===== src/rtl/gate_sweep_pkg.sv =====
`default_nettype none
// +----------------------------------------------------------------------+
// | gate_sweep_pkg                                                       |
// | Shared types, constants and golden gate function for the sweep ctrl. |
// | Rev 1.0 - initial release                                            |
// +----------------------------------------------------------------------+
package gate_sweep_pkg;

  typedef enum logic [1:0] {
    ST_IDLE    = 2'd0,
    ST_DRIVE   = 2'd1,
    ST_CAPTURE = 2'd2,
    ST_DONE    = 2'd3
  } sweep_state_t;

  localparam int NUM_VEC = 4;
  localparam int VEC_W   = 2;
  localparam int SET_W   = 2;
  localparam int Y_W     = 8;

  localparam int Y_AND  = 0;
  localparam int Y_OR   = 1;
  localparam int Y_XOR  = 2;
  localparam int Y_NAND = 3;
  localparam int Y_NOR  = 4;
  localparam int Y_XNOR = 5;
  localparam int Y_NOTA = 6;
  localparam int Y_NOTB = 7;

  function automatic logic [Y_W-1:0] gate_expected(input logic a, input logic b);
    logic [Y_W-1:0] y;
    y         = '0;
    y[Y_AND]  = a & b;
    y[Y_OR]   = a | b;
    y[Y_XOR]  = a ^ b;
    y[Y_NAND] = ~(a & b);
    y[Y_NOR]  = ~(a | b);
    y[Y_XNOR] = ~(a ^ b);
    y[Y_NOTA] = ~a;
    y[Y_NOTB] = ~b;
    return y;
  endfunction

endpackage
`default_nettype wire


===== src/rtl/gate_golden.sv =====
`default_nettype none
// +----------------------------------------------------------------------+
// | gate_golden                                                          |
// | Combinational reference: operands A,B -> expected 8-bit gate result. |
// | Rev 1.0 - initial release                                            |
// +----------------------------------------------------------------------+
module gate_golden
  import gate_sweep_pkg::*;
(
  input  logic           i_a,
  input  logic           i_b,
  output logic [Y_W-1:0] o_y
);

  assign o_y = gate_expected(i_a, i_b);

endmodule
`default_nettype wire


===== src/rtl/gate_sweep_ctrl.sv =====
`default_nettype none
// +----------------------------------------------------------------------+
// | gate_sweep_ctrl                                                      |
// | Sweeps A,B through all four vectors and checks the 8-bit gate result.|
// | Rev 1.0 - initial release                                            |
// +----------------------------------------------------------------------+
module gate_sweep_ctrl
  import gate_sweep_pkg::*;
(
  input  logic             clk,
  input  logic             rst_n,
  input  logic             ena,
  input  logic             start,
  input  logic [SET_W-1:0] settle,
  output logic             gate_a,
  output logic             gate_b,
  input  logic [Y_W-1:0]   gate_y,
  output logic             busy,
  output logic             done,
  output logic             pass,
  output logic [NUM_VEC-1:0] fail_mask,
  output logic [Y_W-1:0]   fail_y
);

  sweep_state_t     r_state;
  sweep_state_t     w_state_nxt;
  logic [VEC_W-1:0] r_idx;
  logic [SET_W-1:0] r_cnt;
  logic [SET_W-1:0] r_settle;

  logic [Y_W-1:0]   w_expected;
  logic [Y_W-1:0]   w_diff;
  logic             w_mismatch;
  logic             w_drive_end;
  logic             w_last_vec;
  logic [VEC_W-1:0] w_idx_nxt;

  // Golden model is fed from the registered operands, so it matches what the gate unit sees
  gate_golden u_golden (
    .i_a (gate_a),
    .i_b (gate_b),
    .o_y (w_expected)
  );

  assign w_diff      = gate_y ^ w_expected;
  assign w_mismatch  = |w_diff;
  assign w_drive_end = (r_cnt == r_settle);
  assign w_last_vec  = (r_idx == VEC_W'(NUM_VEC - 1));
  assign w_idx_nxt   = r_idx + 1'b1;

  always_ff @(posedge clk or negedge rst_n) begin
    if (!rst_n) begin
      r_state <= ST_IDLE;
    end else if (ena) begin
      r_state <= w_state_nxt;
    end
  end

  always_comb begin
    w_state_nxt = r_state;
    case (r_state)
      ST_IDLE:    if (start) w_state_nxt = ST_DRIVE;
      ST_DRIVE:   if (w_drive_end) w_state_nxt = ST_CAPTURE;
      ST_CAPTURE: w_state_nxt = w_last_vec ? ST_DONE : ST_DRIVE;
      ST_DONE:    w_state_nxt = ST_IDLE;
      default:    w_state_nxt = ST_IDLE;
    endcase
  end

  always_ff @(posedge clk or negedge rst_n) begin
    if (!rst_n) begin
      r_idx     <= '0;
      r_cnt     <= '0;
      r_settle  <= '0;
      gate_a    <= 1'b0;
      gate_b    <= 1'b0;
      busy      <= 1'b0;
      done      <= 1'b0;
      pass      <= 1'b0;
      fail_mask <= '0;
      fail_y    <= '0;
    end else if (ena) begin
      done <= 1'b0;
      case (r_state)
        ST_IDLE: begin
          if (start) begin
            r_settle  <= settle;
            r_idx     <= '0;
            r_cnt     <= '0;
            gate_a    <= 1'b0;
            gate_b    <= 1'b0;
            busy      <= 1'b1;
            pass      <= 1'b0;
            fail_mask <= '0;
            fail_y    <= '0;
          end
        end
        ST_DRIVE: begin
          r_cnt <= w_drive_end ? '0 : r_cnt + 1'b1;
        end
        ST_CAPTURE: begin
          if (w_mismatch) begin
            fail_mask[r_idx] <= 1'b1;
            // An all-zero mask means no earlier vector of this sweep has failed
            if (fail_mask == '0) fail_y <= w_diff;
          end
          if (w_last_vec) begin
            busy   <= 1'b0;
            gate_a <= 1'b0;
            gate_b <= 1'b0;
          end else begin
            r_idx  <= w_idx_nxt;
            gate_a <= w_idx_nxt[1];
            gate_b <= w_idx_nxt[0];
          end
        end
        ST_DONE: begin
          done <= 1'b1;
          pass <= (fail_mask == '0);
        end
        default: ;
      endcase
    end
  end

endmodule
`default_nettype wire


===== config.mk =====
export PLATFORM = sky130hd
export DESIGN_NAME = gate_sweep_ctrl
export DESIGN_NICKNAME = d
export VERILOG_FILES = /design/src/rtl/gate_sweep_pkg.sv /design/src/rtl/gate_golden.sv /design/src/rtl/gate_sweep_ctrl.sv
export SDC_FILE = /design/constraint.sdc
export NUM_CORES = 1
export LEC_CHECK = 0
export CAP_MARGIN = 20
export CORE_MARGIN = 1.5
export CORE_UTILIZATION = 45
export DETAILED_ROUTE_END_ITERATION = 8
export GPL_TIMING_DRIVEN = 1
export PLACE_DENSITY = 0.73
export SKIP_CTS_REPAIR_TIMING = 1
export SYNTH_ARGS = -nofsm -noshare
export SYNTH_HDL_FRONTEND = slang
export SYNTH_SLANG_ARGS = --single-unit

===== constraint.sdc =====
create_clock -name clk -period 4.2 [get_ports clk]
set_clock_uncertainty 0.1 [all_clocks]
set_input_delay 0.84 -clock clk [delete_from_list [all_inputs] [get_ports clk]]
set_output_delay 0.84 -clock clk [all_outputs]
set_load 0.02 [all_outputs]

==> reports/metrics.cfg, run 1 <==
[route]
firstDrtPassIters=6
routedWlPerCell_um=14.3
drt-initial-drc-count=37
drt-total-wl_mm=2.77
viasPerCell=5.53
drtAntennaViolNets=0
routed-via-count=1072
drc=0

[floorplan]
fp-row-count=19
ios=31
dieArea_um2=3290
core_area_um2=2780
die_height_um=57.4
initial_core_util=0.479
die_w_um=57.4

[synth]
syn_nets=151
synth.area.top_cells=dfrtp_1 47%, mux2_2 6.8%, ha_1 5.6%
dominantRegCellSynth=dfrtp_1
yosys_warnings=0
synth.distinct_cells=35
syn_inst=131
synth_edf_count=0
synth_top_area_share=0.470
ys_async_sr_fraction=1.00
synth_seq_cells=25
ys_seq_area_frac=0.470
syn_area_um2=1330
syn_avg_cell_area_um2=10.2
yosys.area.top_type=dfrtp_1

[layout]
fill_cells=251
antenna_cells=0
register_area_um2=626
stdcell_count=194
layout.cells.most_common_list=30 x clkdlybuf4s50_1, 25 x dfrtp_1, 12 x o21ai_0
multi_input_area_um2=657
area_growth_pct=27.7
mostFrequentLayoutCell=clkdlybuf4s50_1
post-route-util=0.611
layout-drive-gt1-share=0.104
fin_nets=184

[setup_path]
arrival_ns=2.73
rr_endpoint=fail_y[1]$_DFFE_PN0P_
critPathCapture=fail_y[1]$_DFFE_PN0P_
end_kind=register
cp-startpoint=gate_y[5]
crit_fanout=8
r2r-start=gate_a$_DFFE_PN0P_
critPathKind=primary input to register
reg2reg_depth=6
cp.required_ns=4.31
startpoint_type=primary input
r2r_slack_ns=1.71

[clock_tree]
clock-sinks=25
cts_tree=yes
clkTransAtPathRegs_ns=0.13
htreeDepth=1
clk_latency_ns=0.32
cts_buffers=3
cts_buffer_depth=2
root_buffer=clkbuf_4

[power_and_ir_drop]
peakVddDrop_uv=459
power_w=0.00106
p_leak_nw=0.743
power.density_nw_per_um2=622

[timing]
report.final.slew_viol_count=0
rsz0062_at_grt=no
max_freq_mhz=381
post-route-period-util=0.625
fin_crit_ns=2.62
finalHoldViolations=0
setup_viol=0
slew_headroom=0.491
worst_pin_slew_ns=0.757
layout_setup_ws_ns=1.58
tns_ns=0

[global_route]
track_usage=0.188
grt-ovfl-total=0
grt_max_degree=26
first_global_vias=1082
grt_pass1_wl_mm=4.80
antenna_found_initial=0

[placed_design]
io_buffers=30
dp_hpwl_mm=2.11
dp_cells=189
pre_cts_ws_ns=1.21
place_congestion=0.829

[run_status]
status=complete, no violations

[hold_path]
hold_path_class=register to register
hold_start=busy$_DFFE_PN0P_

[run]
drv_cap=0

-- cells in the mapped netlist (2+ instances only) --
| cell | instances |
|---|---|
| nand4_1 | 2 |
| mux2_2 | 8 |
| nand3_1 | 6 |
| nor2_1 | 8 |
| or2_2 | 2 |
| nand2b_1 | 2 |
| nand2_1 | 8 |
| inv_1 | 10 |
| clkbuf_1 | 3 |
| xor2_1 | 5 |
| o22ai_1 | 2 |
| a21oi_1 | 4 |
| xnor2_1 | 5 |
| ha_1 | 6 |
| nor2b_1 | 2 |
| nand3b_1 | 3 |
| dfrtp_1 | 25 |
| o21ai_0 | 12 |
| or3b_1 | 2 |
-- critical path, cell delays in order --
cell	delay [ns]
clkdlybuf4s50_1	0.51
or3b_1	0.36
a222oi_1	0.46
a211oi_2	0.25
mux2_2	0.32
-- logic make-up after synthesis --
group,after synthesis,synth area share
compound gates,28,0.138
xor+xnor,10,0.0658
fa+ha+maj,6,0.0564
buf+inv,13,0.0367
flops,25,0.470
mux,8,0.0677
simple gates,41,0.165
-- routing by layer --
metal	vias to the layer above	share of wire	wire [µm]	track usage
met1	518	0.45	1240	0.244
met4	0	0.0090	25	0.0598
met3	4	0.044	123	0.0204
met2	30	0.50	1370	0.326
li1	520	-	-	-
met5	-	0	0	0
-- metrics by stage --
step / instance area (µm²) / hold WS [ns]
6_report: 1700 / 0.402
5_1_grt: 1700 / 0.417
4_1_cts: 1690 / 0.404
3_5_place_dp: 1660 / 0.365
3_3_place_gp: 1660 / 0.377
2_1_floorplan: 1330 / 0.389
-- worst min-delay path by stage --
stage	slack (ns)	cells past startpoint	to
6_report	0.40	1	busy$_DFFE_PN0P_
5_1_grt	0.42	1	busy$_DFFE_PN0P_
4_1_cts	0.40	1	busy$_DFFE_PN0P_
3_5_place_dp	0.36	1	busy$_DFFE_PN0P_
3_3_place_gp	0.38	1	busy$_DFFE_PN0P_
2_1_floorplan	0.39	1	r_cnt[1]$_DFFE_PN0P_
-- power by group --
part           leakage, nW  switching (W)  internal [W]  total, W
Sequential           0.332      0.0000820      0.000333  0.000415
Clock               0.0150      0.0000690     0.0000371  0.000106
Combinational        0.396       0.000275      0.000262  0.000537
Total                0.743       0.000426      0.000632   0.00106
-- registers in the layout (all words and copies together) (netlist names) --
| register | flops |
|---|---|
| busy | 1 |
| done | 1 |
| fail_mask | 4 |
| fail_y | 8 |
| gate_a | 1 |
| gate_b | 1 |
| pass | 1 |
| r_cnt | 2 |
| r_idx | 2 |
| r_settle | 2 |
| r_state | 2 |
-- final cells by class --
cell class,count,share of cell area
Multi-Input combinational cell,93,0.386
Sequential cell,25,0.368
Timing Repair Buffer,31,0.185
Tap cell,31,0.0228
Inverter,10,0.0221
Clock buffer,4,0.0155
No activity file was read; power rests on OpenSTA's default activity.
==> run 2: changes to the inputs <==
CORE_UTILIZATION = 44   (was 45)
PLACE_DENSITY = 0.75   (was 0.73)
clock period = 2.35 ns   (was 4.2 ns; I/O delays follow)
==> reports/metrics.cfg, run 2 (synthesis results as in run 1) <==
[placed_design]
pre_cts_ws_ns=-0.216
post_dp_cell_area_um2=1760
io_buffers=30
place_congestion=0.755
dp_hpwl_mm=2.20
dp_cells=202

[setup_path]
critPathBufInv=2
path_depth=7
cpMostUsedCell=buf_4
arrival_ns=2.38
cp.required_ns=2.47
reg2reg_depth=7
cp_slowest_stage_delay_ns=0.46
crit_family=simple AND/OR/NAND/NOR gates
end_kind=register
path_cells=buf_4 -> ha_1 -> or3b_2 -> a222oi_1 -> buf_4 -> a211oi_4 -> mux2_4
startpoint_type=register
crit_path_top_delay_cell=or3b_2
critPathKind=register to register
crit_fanout=7

[global_route]
grt_pass1_wl_mm=4.74
grt-ovfl-total=0
antenna_found_initial=0
grt_max_degree=26
track_usage=0.182
first_global_vias=1113

[clock_tree]
clkTransAtPathRegs_ns=0.13
cts_tree=yes
clk_latency_ns=0.32
cts_buffers=3
htreeDepth=1
root_buffer=clkbuf_4
clock-sinks=25
cts_buffer_depth=2

[route]
drt-total-wl_mm=2.94
routedWlPerCell_um=14.1
firstDrtPassIters=6
drtAntennaViolNets=0
drc=3
drt-initial-drc-count=49
routed-via-count=1153
viasPerCell=5.52

[layout]
largest_register_ffs=8
area_growth_pct=37.1
fin_area_um2=1830
mostFrequentLayoutCell=clkdlybuf4s50_1
top_regs=fail_y x8, fail_mask x4
post-route-util=0.651
largest_register=fail_y
layout-drive-gt1-share=0.202
stdcell_count=209
layout.cells.most_common_list=30 x clkdlybuf4s50_1, 23 x dfrtp_1, 16 x buf_4
fin_nets=199
antenna_cells=0

[power_and_ir_drop]
power.density_nw_per_um2=1100
combPwrFrac=0.530
p_leak_nw=0.814
swShare=0.400
intPower_w=0.00120
p_seq_frac=0.373
p_switching_w=0.000802
peakVddDrop_uv=584
p_clk_frac=0.096

[run_status]
status=finished with violations
violations=design-rule violations

[floorplan]
initial_core_util=0.475
ios=31
dieArea_um2=3360
fp-row-count=19
die_w_um=58.0
die_height_um=58.0
core_area_um2=2810

[timing]
rsz0062_at_grt=no
worst_pin_slew_ns=0.410
fin_crit_ns=2.25
setup_viol=0
slew_headroom=0.726
tns_ns=0
max_freq_mhz=443
finalHoldViolations=0
layout_setup_ws_ns=0.0951
post-route-period-util=0.960
report.final.slew_viol_count=0

[hold_path]
hold_path_class=primary input to asynchronous set/reset pin

[run]
drv_cap=0

==> run 2: path summary, 6_finish.rpt <==
path	slack [ns]	end	start
max in group asynchronous	1.50	gate_a$_DFFE_PN0P_	rst_n
min reg2reg	0.42	fail_y[4]$_DFFE_PN0P_	fail_y[4]$_DFFE_PN0P_
min	0.39	fail_y[0]$_DFFE_PN0P_	rst_n
min in group clk	0.42	fail_y[4]$_DFFE_PN0P_	fail_y[4]$_DFFE_PN0P_
max reg2reg	0.1	fail_y[3]$_DFFE_PN0P_	gate_b$_DFFE_PN0P_
max	0.1	fail_y[3]$_DFFE_PN0P_	gate_b$_DFFE_PN0P_
==> run 2: worst register-to-register path, cell delays in order (launching register included) <==
cell and delay, ns:
dfrtp_2 0.42, buf_4 0.14, ha_1 0.18, or3b_2 0.46, a222oi_1 0.26, buf_4 0.19
a211oi_4 0.09, mux2_4 0.32
==> run 2: routing by layer <==
metal  vias to the layer above  part of all wire  global-route usage
met5                         -                 0                   0
met4                         0            0.0099              0.0664
met3                         5             0.057              0.0201
met2                        37              0.49               0.325
met1                       555              0.44               0.226
li1                        556                 -                   -
==> run 2: cell type report <==
class	count	area [µm²]
timing repair buffer	46	420
tap	31	38.8
multi-input combinational	93	674
fill	240	980
inverter	10	37.5
clock buffer	4	26.3
sequential	25	628
==> run 2: stage by stage <==
step / hold WS, ns / power (W)
final: 0.387 / 0.00201
after detailed placement: 0.401 / 0.00178
after floorplan: 0.0744 / 0.00134
after CTS: 0.405 / 0.00197
after global routing: 0.436 / 0.00213
after global placement: 0.377 / 0.00175
==> run 2: power by group through the flow <==
stage | sequential (W) | clock, W | combinational (W)
2_1_floorplan | 0.000845 | 0 | 0.000491
3_3_place_gp | 0.000748 | 0 | 0.00100
3_5_place_dp | 0.000762 | 0 | 0.00102
4_1_cts | 0.000751 | 0.000194 | 0.00103
5_1_grt | 0.000773 | 0.000205 | 0.00116
6_report | 0.000749 | 0.000193 | 0.00106
==> run 3: changes to the inputs <==
CORE_UTILIZATION = 45   (was 44)
PLACE_DENSITY = 0.76   (was 0.75)
SYNTH_HIERARCHICAL = 1   (was unset)
==> reports/metrics.cfg, run 3 <==
[route]
routedWlPerCell_um=13.6
routed-via-count=1140
drc=0
drt-initial-drc-count=42
drtAntennaViolNets=0
drt-total-wl_mm=2.87
firstDrtPassIters=4
viasPerCell=5.40

[run_status]
status=complete, no violations

[setup_path]
r2r_slack_ns=0.26
startpoint_type=register
path_depth=7
path_cells=inv_1 -> ha_1 -> xnor2_1 -> nand2_1 -> nor4_1 -> buf_4 -> o21ai_1
crit_path_top_delay_cell=dfrtp_1
cp.required_ns=2.45
critPathKind=register to register
cp_slowest_stage_delay_ns=0.44
rr_endpoint=fail_mask[0]$_DFFE_PN0P_
crit_family=flip-flops
reg2reg_depth=7
critPathCapture=fail_mask[0]$_DFFE_PN0P_
r2r-start=gate_a$_DFFE_PN0P_
cp-startpoint=gate_a$_DFFE_PN0P_
end_kind=register
critPathBufInv=2
arrival_ns=2.19
crit_fanout=5

[clock_tree]
cts_buffer_depth=2
cts_tree=yes
htreeDepth=1
cts_buffers=3
clk_latency_ns=0.30
clkTransAtPathRegs_ns=0.13
root_buffer=clkbuf_4
clock-sinks=25

[hold_path]
hold_path_class=primary input to asynchronous set/reset pin

[layout]
largest_register=fail_y
largest_register_ffs=8
fin_nets=203
layout.cells.most_common_list=30 x clkdlybuf4s50_1, 25 x dfrtp_1, 20 x nand2_1
antenna_cells=0
layout-drive-gt1-share=0.0722
top_regs=fail_y x8, fail_mask x4
area_growth_pct=27.4
mostFrequentLayoutCell=clkdlybuf4s50_1

[synth]
synth_top_area_share=0.455
synth_edf_count=0
synth_seq_cells=25
ys_seq_area_frac=0.455
synth_commonest_cells=25 x dfrtp_1, 20 x nand2_1, 19 x inv_1
syn_area_um2=1380
ys_async_sr_fraction=1.00
yosys_warnings=6
syn_inst=146
synth.area.top_cells=dfrtp_1 45%, ha_1 7.3%, xor2_1 5.7%
yosys.area.top_type=dfrtp_1
dominantRegCellSynth=dfrtp_1
synth.most_common_cell=dfrtp_1
synth.distinct_cells=34
syn_avg_cell_area_um2=9.43
syn_nets=168

[timing]
post-route-period-util=0.890
slew_headroom=0.700
fin_crit_ns=2.09
rsz0062_at_grt=no
setup_viol=0
tns_ns=0
report.final.slew_viol_count=0
finalHoldViolations=0
worst_pin_slew_ns=0.448
max_freq_mhz=478

[power_and_ir_drop]
power_w=0.00179
peakVddDrop_uv=422
p_leak_nw=0.780
power.density_nw_per_um2=1020

[floorplan]
initial_core_util=0.487
die_height_um=58.3
fp-row-count=19
ios=31
dieArea_um2=3400
core_area_um2=2830
die_w_um=58.3

[run]
drv_cap=0

[global_route]
grt-ovfl-total=0
grt_max_degree=26
track_usage=0.179
grt_pass1_wl_mm=4.79
first_global_vias=1082
antenna_found_initial=0

[placed_design]
place_congestion=0.789
io_buffers=30
dp_hpwl_mm=2.18

run 3: final cells by class:
class,instances,area [µm²]
Timing Repair Buffer,34,330
Sequential cell,25,626
Clock buffer,4,26.3
Multi-Input combinational cell,97,657
Inverter,20,75.1
Fill cell,254,1080
Tap cell,31,38.8
run 3: layer usage:
metal | GRT usage | vias to the layer above | wire length (µm)
met2 | 0.294 | 25 | 1410
met3 | 0.0264 | 2 | 108
met5 | 0 | - | 0
met1 | 0.249 | 551 | 1330
met4 | 0.0498 | 0 | 17
li1 | - | 562 | -
run 3: metrics by stage:
step                      cells  instance area, µm²  worst slack (ns)  utilization  hold slack, ns
after detailed placement    207                1730             0.113        0.610           0.398
after floorplan             146                1380             0.353            -          0.0744
final                       211                1750             0.258        0.620           0.407
after CTS                   211                1750             0.287        0.620           0.414
after global routing        211                1750             0.111        0.620           0.419
after global placement      207                1730             0.202        0.610           0.385
run 3: worst min path at each step:
stage	cells past startpoint	end	start	slack (ns)
2_1_floorplan	0	busy$_DFFE_PN0P_	rst_n	0.07
3_3_place_gp	1	r_cnt[1]$_DFFE_PN0P_	r_cnt[1]$_DFFE_PN0P_	0.39
3_5_place_dp	1	r_cnt[1]$_DFFE_PN0P_	r_cnt[1]$_DFFE_PN0P_	0.40
4_1_cts	2	r_settle[1]$_DFFE_PN0P_	rst_n	0.41
5_1_grt	2	r_settle[1]$_DFFE_PN0P_	rst_n	0.42
6_report	2	fail_y[5]$_DFFE_PN0P_	rst_n	0.41
run 3: report_power, final:
part	switching [W]	internal, W	total, W
sequential	0.000134	0.000572	0.000706
combinational	0.000493	0.000404	0.000897
clock	0.000121	0.0000661	0.000187
total	0.000747	0.00104	0.00179
run 3: cell families (layout without fill, tap and decap cells):
family / after synthesis / count (layout) / synth area share
AOI/OAI and AO/OA: 35 / 35 / 0.165
xor gates and xnor gates: 11 / 11 / 0.0700
adders and majority gates: 8 / 8 / 0.0727
buffers and inverters: 24 / 58 / 0.0682
DFF: 25 / 25 / 0.455
muxes: 4 / 4 / 0.0309
and+or+nand+nor: 39 / 39 / 0.138
